## src/rtl/banco_registros_pipeline.sv

```systemverilog
// Register file with a pending-result scoreboard: two registered read ports, one write port.
// Latency: reads return one cycle after read_enable; busy_1/busy_2 are combinational.
// Backpressure: none inside the block. The caller watches busy_x and stalls; reads are never gated.
module banco_registros_pipeline #(
  parameter int DATA_W   = 32,
  parameter int ADDR_W   = 5,
  parameter int ZERO_REG = 1
) (
  input  logic              clk,
  input  logic              rst_n,
  input  logic [ADDR_W-1:0] read_address_1,
  input  logic [ADDR_W-1:0] read_address_2,
  input  logic              read_enable,
  input  logic [ADDR_W-1:0] write_address,
  input  logic [DATA_W-1:0] data_write,
  input  logic              write_enable,
  input  logic              reserve_enable,
  input  logic [ADDR_W-1:0] reserve_address,
  output logic [DATA_W-1:0] data_register_1,
  output logic [DATA_W-1:0] data_register_2,
  output logic              read_valid,
  output logic              busy_1,
  output logic              busy_2
);

  localparam int DEPTH   = 2 ** ADDR_W;
  localparam bit ZERO_EN = (ZERO_REG != 0);

  // Storage and pipeline registers.
  logic [DATA_W-1:0] mem_q [DEPTH];
  logic [DATA_W-1:0] mem_d [DEPTH];
  logic [DEPTH-1:0]  pending_q, pending_d;
  logic [DATA_W-1:0] data_1_q, data_1_d;
  logic [DATA_W-1:0] data_2_q, data_2_d;
  logic              valid_q, valid_d;

  // Decoded controls.
  logic              wr_to_zero;
  logic              wr_commit;
  logic              rsv_commit;
  logic [DATA_W-1:0] rd_val_1;
  logic [DATA_W-1:0] rd_val_2;

  // A write to register 0 is dropped when it is hardwired; same for a reserve of register 0.
  assign wr_to_zero = ZERO_EN && (write_address == '0);
  assign wr_commit  = write_enable && !wr_to_zero;
  assign rsv_commit = reserve_enable && !(ZERO_EN && (reserve_address == '0));

  // Read port 1 mux: stored value, bypassed by a same-cycle committed write, forced to zero for r0.
  always_comb begin
    rd_val_1 = mem_q[read_address_1];
    if (wr_commit && (write_address == read_address_1)) begin
      rd_val_1 = data_write;
    end
    if (ZERO_EN && (read_address_1 == '0)) begin
      rd_val_1 = '0;
    end
  end

  // Read port 2 mux: identical to port 1 but fully independent.
  always_comb begin
    rd_val_2 = mem_q[read_address_2];
    if (wr_commit && (write_address == read_address_2)) begin
      rd_val_2 = data_write;
    end
    if (ZERO_EN && (read_address_2 == '0)) begin
      rd_val_2 = '0;
    end
  end

  // Read pipeline next state: capture on read_enable, otherwise hold data and drop valid.
  always_comb begin
    data_1_d = data_1_q;
    data_2_d = data_2_q;
    valid_d  = read_enable;
    if (read_enable) begin
      data_1_d = rd_val_1;
      data_2_d = rd_val_2;
    end
  end

  // Memory next state: one committed write per cycle.
  always_comb begin
    for (int i = 0; i < DEPTH; i++) begin
      mem_d[i] = mem_q[i];
    end
    if (wr_commit) begin
      mem_d[write_address] = data_write;
    end
  end

  // Scoreboard next state: the write clears first so a simultaneous reserve of the same
  // register wins and leaves it pending.
  always_comb begin
    pending_d = pending_q;
    if (write_enable) begin
      pending_d[write_address] = 1'b0;
    end
    if (rsv_commit) begin
      pending_d[reserve_address] = 1'b1;
    end
  end

  // Memory array: cleared asynchronously on reset.
  always_ff @(posedge clk or negedge rst_n) begin
    if (!rst_n) begin
      for (int i = 0; i < DEPTH; i++) begin
        mem_q[i] <= '0;
      end
    end else begin
      for (int i = 0; i < DEPTH; i++) begin
        mem_q[i] <= mem_d[i];
      end
    end
  end

  // Scoreboard and read pipeline registers.
  always_ff @(posedge clk or negedge rst_n) begin
    if (!rst_n) begin
      pending_q <= '0;
      data_1_q  <= '0;
      data_2_q  <= '0;
      valid_q   <= 1'b0;
    end else begin
      pending_q <= pending_d;
      data_1_q  <= data_1_d;
      data_2_q  <= data_2_d;
      valid_q   <= valid_d;
    end
  end

  // A write landing this cycle resolves the hazard through the bypass path.
  assign busy_1 = pending_q[read_address_1] && !(write_enable && (write_address == read_address_1));
  assign busy_2 = pending_q[read_address_2] && !(write_enable && (write_address == read_address_2));

  assign data_register_1 = data_1_q;
  assign data_register_2 = data_2_q;
  assign read_valid      = valid_q;

endmodule

```

## config.mk

```make
export PLATFORM = sky130hd
export DESIGN_NAME = banco_registros_pipeline
export DESIGN_NICKNAME = d
export VERILOG_FILES = /design/src/rtl/banco_registros_pipeline.sv
export SDC_FILE = /design/constraint.sdc
export NUM_CORES = 2
export LEC_CHECK = 0
export CAP_MARGIN = 20
export CORE_MARGIN = 2
export CORE_UTILIZATION = 45
export CTS_CLUSTER_SIZE = 25
export DETAILED_ROUTE_END_ITERATION = 8
export PLACE_DENSITY = 0.64
export SLEW_MARGIN = 20
export SYNTH_ARGS = -nofsm -noshare
export SYNTH_HDL_FRONTEND = slang
export SYNTH_SLANG_ARGS = --single-unit
export TNS_END_PERCENT = 50
```

## constraint.sdc

```tcl
create_clock -name clk -period 11.9 [get_ports clk]
set_input_delay 3.57 -clock clk [delete_from_list [all_inputs] [get_ports clk]]
set_output_delay 3.57 -clock clk [all_outputs]
set_load 0.01 [all_outputs]
```

# After elaboration in Yosys (flattened, before gate mapping)
# Index checks and enable logic that the tools add are counted.
[totals]
ff_bits = 1121
inputBits = 57
wordCells = 96
[classes]
n_lt_le_gt_ge = 10
n_eq_ne = 2
mux = 23
bitwise_logic = 6
n_reduce_logical = 19
[ops]
columns = ["op", "n"]
rows = [
  ["bitwise mux 1024 bit", 1],
  ["two-way mux 32 bit", 11],
  ["binary-select mux 32 bit (select 5 bit)", 2],
  ["demux 32 bit (select 5 bit)", 1],
  ["bitwise AND 32 bit", 1],
  ["inverter 32 bit", 1],
  ["bitwise OR 32 bit", 1],
  ["< comparator 5 x 6 -> 1 bit (second input constant)", 4],
  ["logical NOT 5 bit", 4],
  ["greater-or-equal comparator 6 bit (second input constant)", 3],
  ["inverter 5 -> 6 bit", 3],
  ["logical AND 1 bit", 11],
  ["binary-select mux 1 bit (select 5 bit)", 2],
  ["demux 1 bit (select 5 bit)", 2],
  ["equality test 5 bit", 2],
  ["greater-or-equal comparator 5 x 1 -> 1 bit (second input constant)", 2],
  ["< comparator 6 x 1 -> 1 bit (second input constant)", 1],
  ["logical NOT 1 bit", 4],
  ["two-way mux 1 bit", 4],
]

# Depth between registers and ports, before layout
[depth]
depth_word = 9
mapped_depth = 9

# Worst setup path after synthesis
# No wires, ideal clock.
[synth_path]
kind = "input to output"
startpoint = "input port read_address_1[0]"
endpoint = "output port busy_1"
arrival_time_ns = 5.163
required_time_ns = 8.330
slack_ns = 3.167
path_stages = 8
cell_sequence = "buf_6 buf_6 buf_4 buf_2 mux4_2 mux4_2 nand2_1 a21oi_1"
[synth_between]
elab_chain_cells = 4
elab_cells_between_ends = 6
cone_classes = "eq/ne (1); mux (2); reduce/logical (3)"
[synth_rtl]
columns = ["element", "line_no", "text"]
rows = [
  ["from (decl)", "11", "input logic [ADDR_W-1:0] read_address_1,"],
  ["parallel branches: the longest is 3 deep, another holds binary-select mux 1 bit (select 5 bit)", "-", ""],
  ["logical AND 1 bit (*)", "133", "assign busy_1 = pending_q[read_address_1] && !(write_enable && (write_address == read_address_1));"],
  ["to (decl)", "22", "output logic busy_1,"],
]
# Mark *: on every way between the ends. The select of a mux whose other input is x is not followed.

# Final worst setup path
[layout_path]
startpoint = "input port read_address_2[1]"
endpoint = "output port busy_2"
[layout_between]
elab_chain_cells = 4
elab_cells_between_ends = 6
cone_classes = "eq/ne (1); mux (2); reduce/logical (3)"
[layout_rtl]
columns = ["element", "line_no", "text"]
rows = [
  ["from (decl)", "12", "input logic [ADDR_W-1:0] read_address_2,"],
  ["parallel branches: the longest is 3 deep, another holds binary-select mux 1 bit (select 5 bit)", "-", ""],
  ["logical AND 1 bit (*)", "134", "assign busy_2 = pending_q[read_address_2] && !(write_enable && (write_address == read_address_2));"],
  ["to (decl)", "23", "output logic busy_2"],
]
# Marks and branches as above.

==> flow_summary.yaml <==
status:
  outcome: "complete, no violations"
floorplanning:
  initial_core_util_pct: 45.21
  core-area_um2: 127200
  die_h_um: 361.5
  die_x_um: 361.5
  io_pins: 124
  die-area_um2: 130700
  rows: 131
drt:
  drtAntennaViolNets: 0
  vias_per_cell: 6.461
  dr.pass1.iters: 6
  drtIter0Drc: 3837
  wl_um: 182300
  vias: 39518
  route.detailed.drc: 0
  post_drt_wl_per_cell_um: 29.81
clock_tree:
  numCtsBuffers: 121
  clockRootBuffer: "clkbuf_16"
  cts_num_sinks: 1121
  cts.repair.resized: 0
  clock_latency_ns: 0.73
  htree_levels: 3
  cts_setup_buffers: 0
  clk_pin_slew_ns: 0.06
  cts_hold_repair.buffers: 0
  cts_tree: "built"
  cts.path.max_buffers: 3
global_route:
  grt_pass1_vias: 40345
  grt_pass1_wl_um: 273000
  grt_max_degree: 183
  overflow: 0
  grt_usage_pct: 28.17
  antenna_found_initial: 12
setup_path:
  crit_chain: "clkdlybuf4s50_1, mux4_2, mux4_2, nand2b_1, a21oi_1, clkdlybuf4s50_1"
  critPathKind: "input pin to output pin"
  cp-startpoint: "read_address_2[1]"
  max_stage_delay_ns: 0.97
  critical_path.top_delay_family: "buffers and inverters"
  critPathArrivalTime_ns: 6.26
  cp-end-kind: "output pin"
  slowest_stage: "clkdlybuf4s50_1"
  startpoint_type: "input pin"
  crit_fanout: 14
  rr_startpoint: "mem_q[774]"
  required_ns: 8.33
  rrSetupSlack_ns: 9.99
  critPathBufInv: 2
synthesis:
  synth_edf_count: 0
  avgSynthCellArea_um2: 12.77
  synth_seq_area_share_pct: 48.78
  synth_cell_type_count: 50
  synthFlopType: "dfrtp_1"
  syn_area_um2: 57500
  yosys_register_bits: 1121
  syn-instance-count: 4504
  async_flop_share_pct: 100.0
  syn_nets: 4561
  synth_warnings: 0
sta:
  clock.fmax_mhz: 101.7
  setup_violations: 0
  final-max-slew-violation-count: 0
  tns_ns: 0
  maxSlewHeadroom_pct: 25.51
  fin_worst_skew_ns: 0.02442
  final-hold-violation-count: 0
  rsz0062_at_grt: "no"
  period_minus_slack_ns: 9.828
  fin_crit_sh_pct: 82.59
  tightest_slew_ns: 1.117
power_and_ir_drop:
  p_switching_uw: 3045
  combPwrFrac_pct: 18.4
  swShare_pct: 27.81
  power_density_nw_per_um2: 171.7
  p_leak_uw: 0.02782
  p_int_uw: 7903
  p_seq_share_pct: 46.3
  clkPwrFrac_pct: 35.3
  max-vdd-ir-drop_uv: 150.0
final_layout:
  fin_nets: 4406
  drive_above_1_share_pct: 21.10
  areaGrowthSynthToFinish_pct: 10.91
  fillers: 11017
  layout.cells.non_filler: 6116
  post-route-util_pct: 50.14
hold_path:
  hold_path.class: "flop to flop"
  hold_path_startpoint: "mem_q[997]"
place:
  dp_hpwl_um: 95670
  dp.cells: 5887
  port_buffers: 123
  place_congestion: 0.8131
run:
  max-cap-violations: 0
-- power groups by stage --
stage          sequential [µW]  combinational, µW  clock, µW
6_report                  5060               2020       3870
5_1_grt                   5160               2210       4090
4_1_cts                   5050               2020       3910
3_5_place_dp              5120               2020          0
3_3_place_gp              5080               1970          0
2_1_floorplan             4940               1470          0
-- cell usage in the layout (no fill, tap or decap), types with 70 or more instances in the layout --
cell type        Yosys  routed
mux4_2             468     468
mux2_1             390     390
mux2i_1            128     128
o21ai_0            545     545
clkdlybuf4s50_1      0     115
dfrtp_1           1121    1121
a22oi_1            160     160
clkbuf_16            0     123
nand2_1            535     520
a22o_1              79      79
mux2_2             122     122
buf_4               17      70
-- sequential cells by signal (all words and copies together), names as in the netlist --
signal,flops
data_register_1,32
pending_q,32
mem_q,1024
data_register_2,32
read_valid,1
-- synthesized netlist by cell type, drive strengths merged, types with 37 or more instances --
cell    number  area share, %
mux2       512             10
a221oi      64           0.97
a22o        79            1.2
inv         68           0.44
mux2i      128            2.2
buf        170            1.7
nand2      535            3.5
nor2        53           0.35
dfrtp     1121             49
mux4       468             18
a21oi       66           0.57
a22oi      160            2.1
nor2b       37           0.40
clkbuf     308            2.0
o21ai      545            4.7
-- path summary, 6_finish.rpt --
check,cells after the start,endpoint
max in group asynchronous,3,mem_q[526]
min,0,mem_q[997]
max reg2reg,5,data_register_1[6]
min reg2reg,0,mem_q[997]
max,6,busy_2
min in group asynchronous,1,mem_q[581]
-- metal layers --
metal  share of wire (%)  track usage [%]
met1                  40            37.54
met2                  48            45.77
met3                 7.8            5.053
met4                 4.3            11.55
met5              0.0049                0
-- worst register-to-register path, cell delays in order, from the launching register on --
cell      delay, ns
dfrtp_1        0.39
mux4_2         0.48
a22o_1         0.24
nor2_1         0.19
nor3_1         0.11
a2111o_1       0.38
-- stage by stage --
step	hold slack, ns	worst slack (ns)	power [µW]	area (µm²)
2_1_floorplan	0.4413	3.167	6412	57500
3_3_place_gp	0.3768	2.083	7041	59630
3_5_place_dp	0.3833	2.065	7135	59630
4_1_cts	0.3965	2.056	10990	63740
5_1_grt	0.4097	1.935	11450	63770
6_report	0.3943	2.072	10950	63770
-- final cells by class --
| cell class | count | area, µm² | share of cell area (%) |
|---|---|---|---|
| tap | 1662 | 2079 | 3.261 |
| inverter | 69 | 259.0 | 0.4061 |
| clock buffer | 173 | 3586 | 5.623 |
| sequential | 1121 | 28050 | 43.99 |
| clock inverter | 52 | 515.5 | 0.8083 |
| multi-input combinational | 2836 | 27360 | 42.89 |
| antenna | 3 | 7.507 | 0.01177 |
| timing repair buffer | 200 | 1921 | 3.012 |
-- cells by family after synthesis --
group / after synthesis / synth area share, %
flip-flops: 1121 / 48.78
multiplexers: 1108 / 30.58
AO/OA/AOI/OAI: 1018 / 11.21
AND/OR/NAND/NOR: 703 / 5.115
buffers and inverters: 547 / 4.206
XOR/XNOR: 7 / 0.1066
Note: power is estimated with default switching activity, not from simulation.
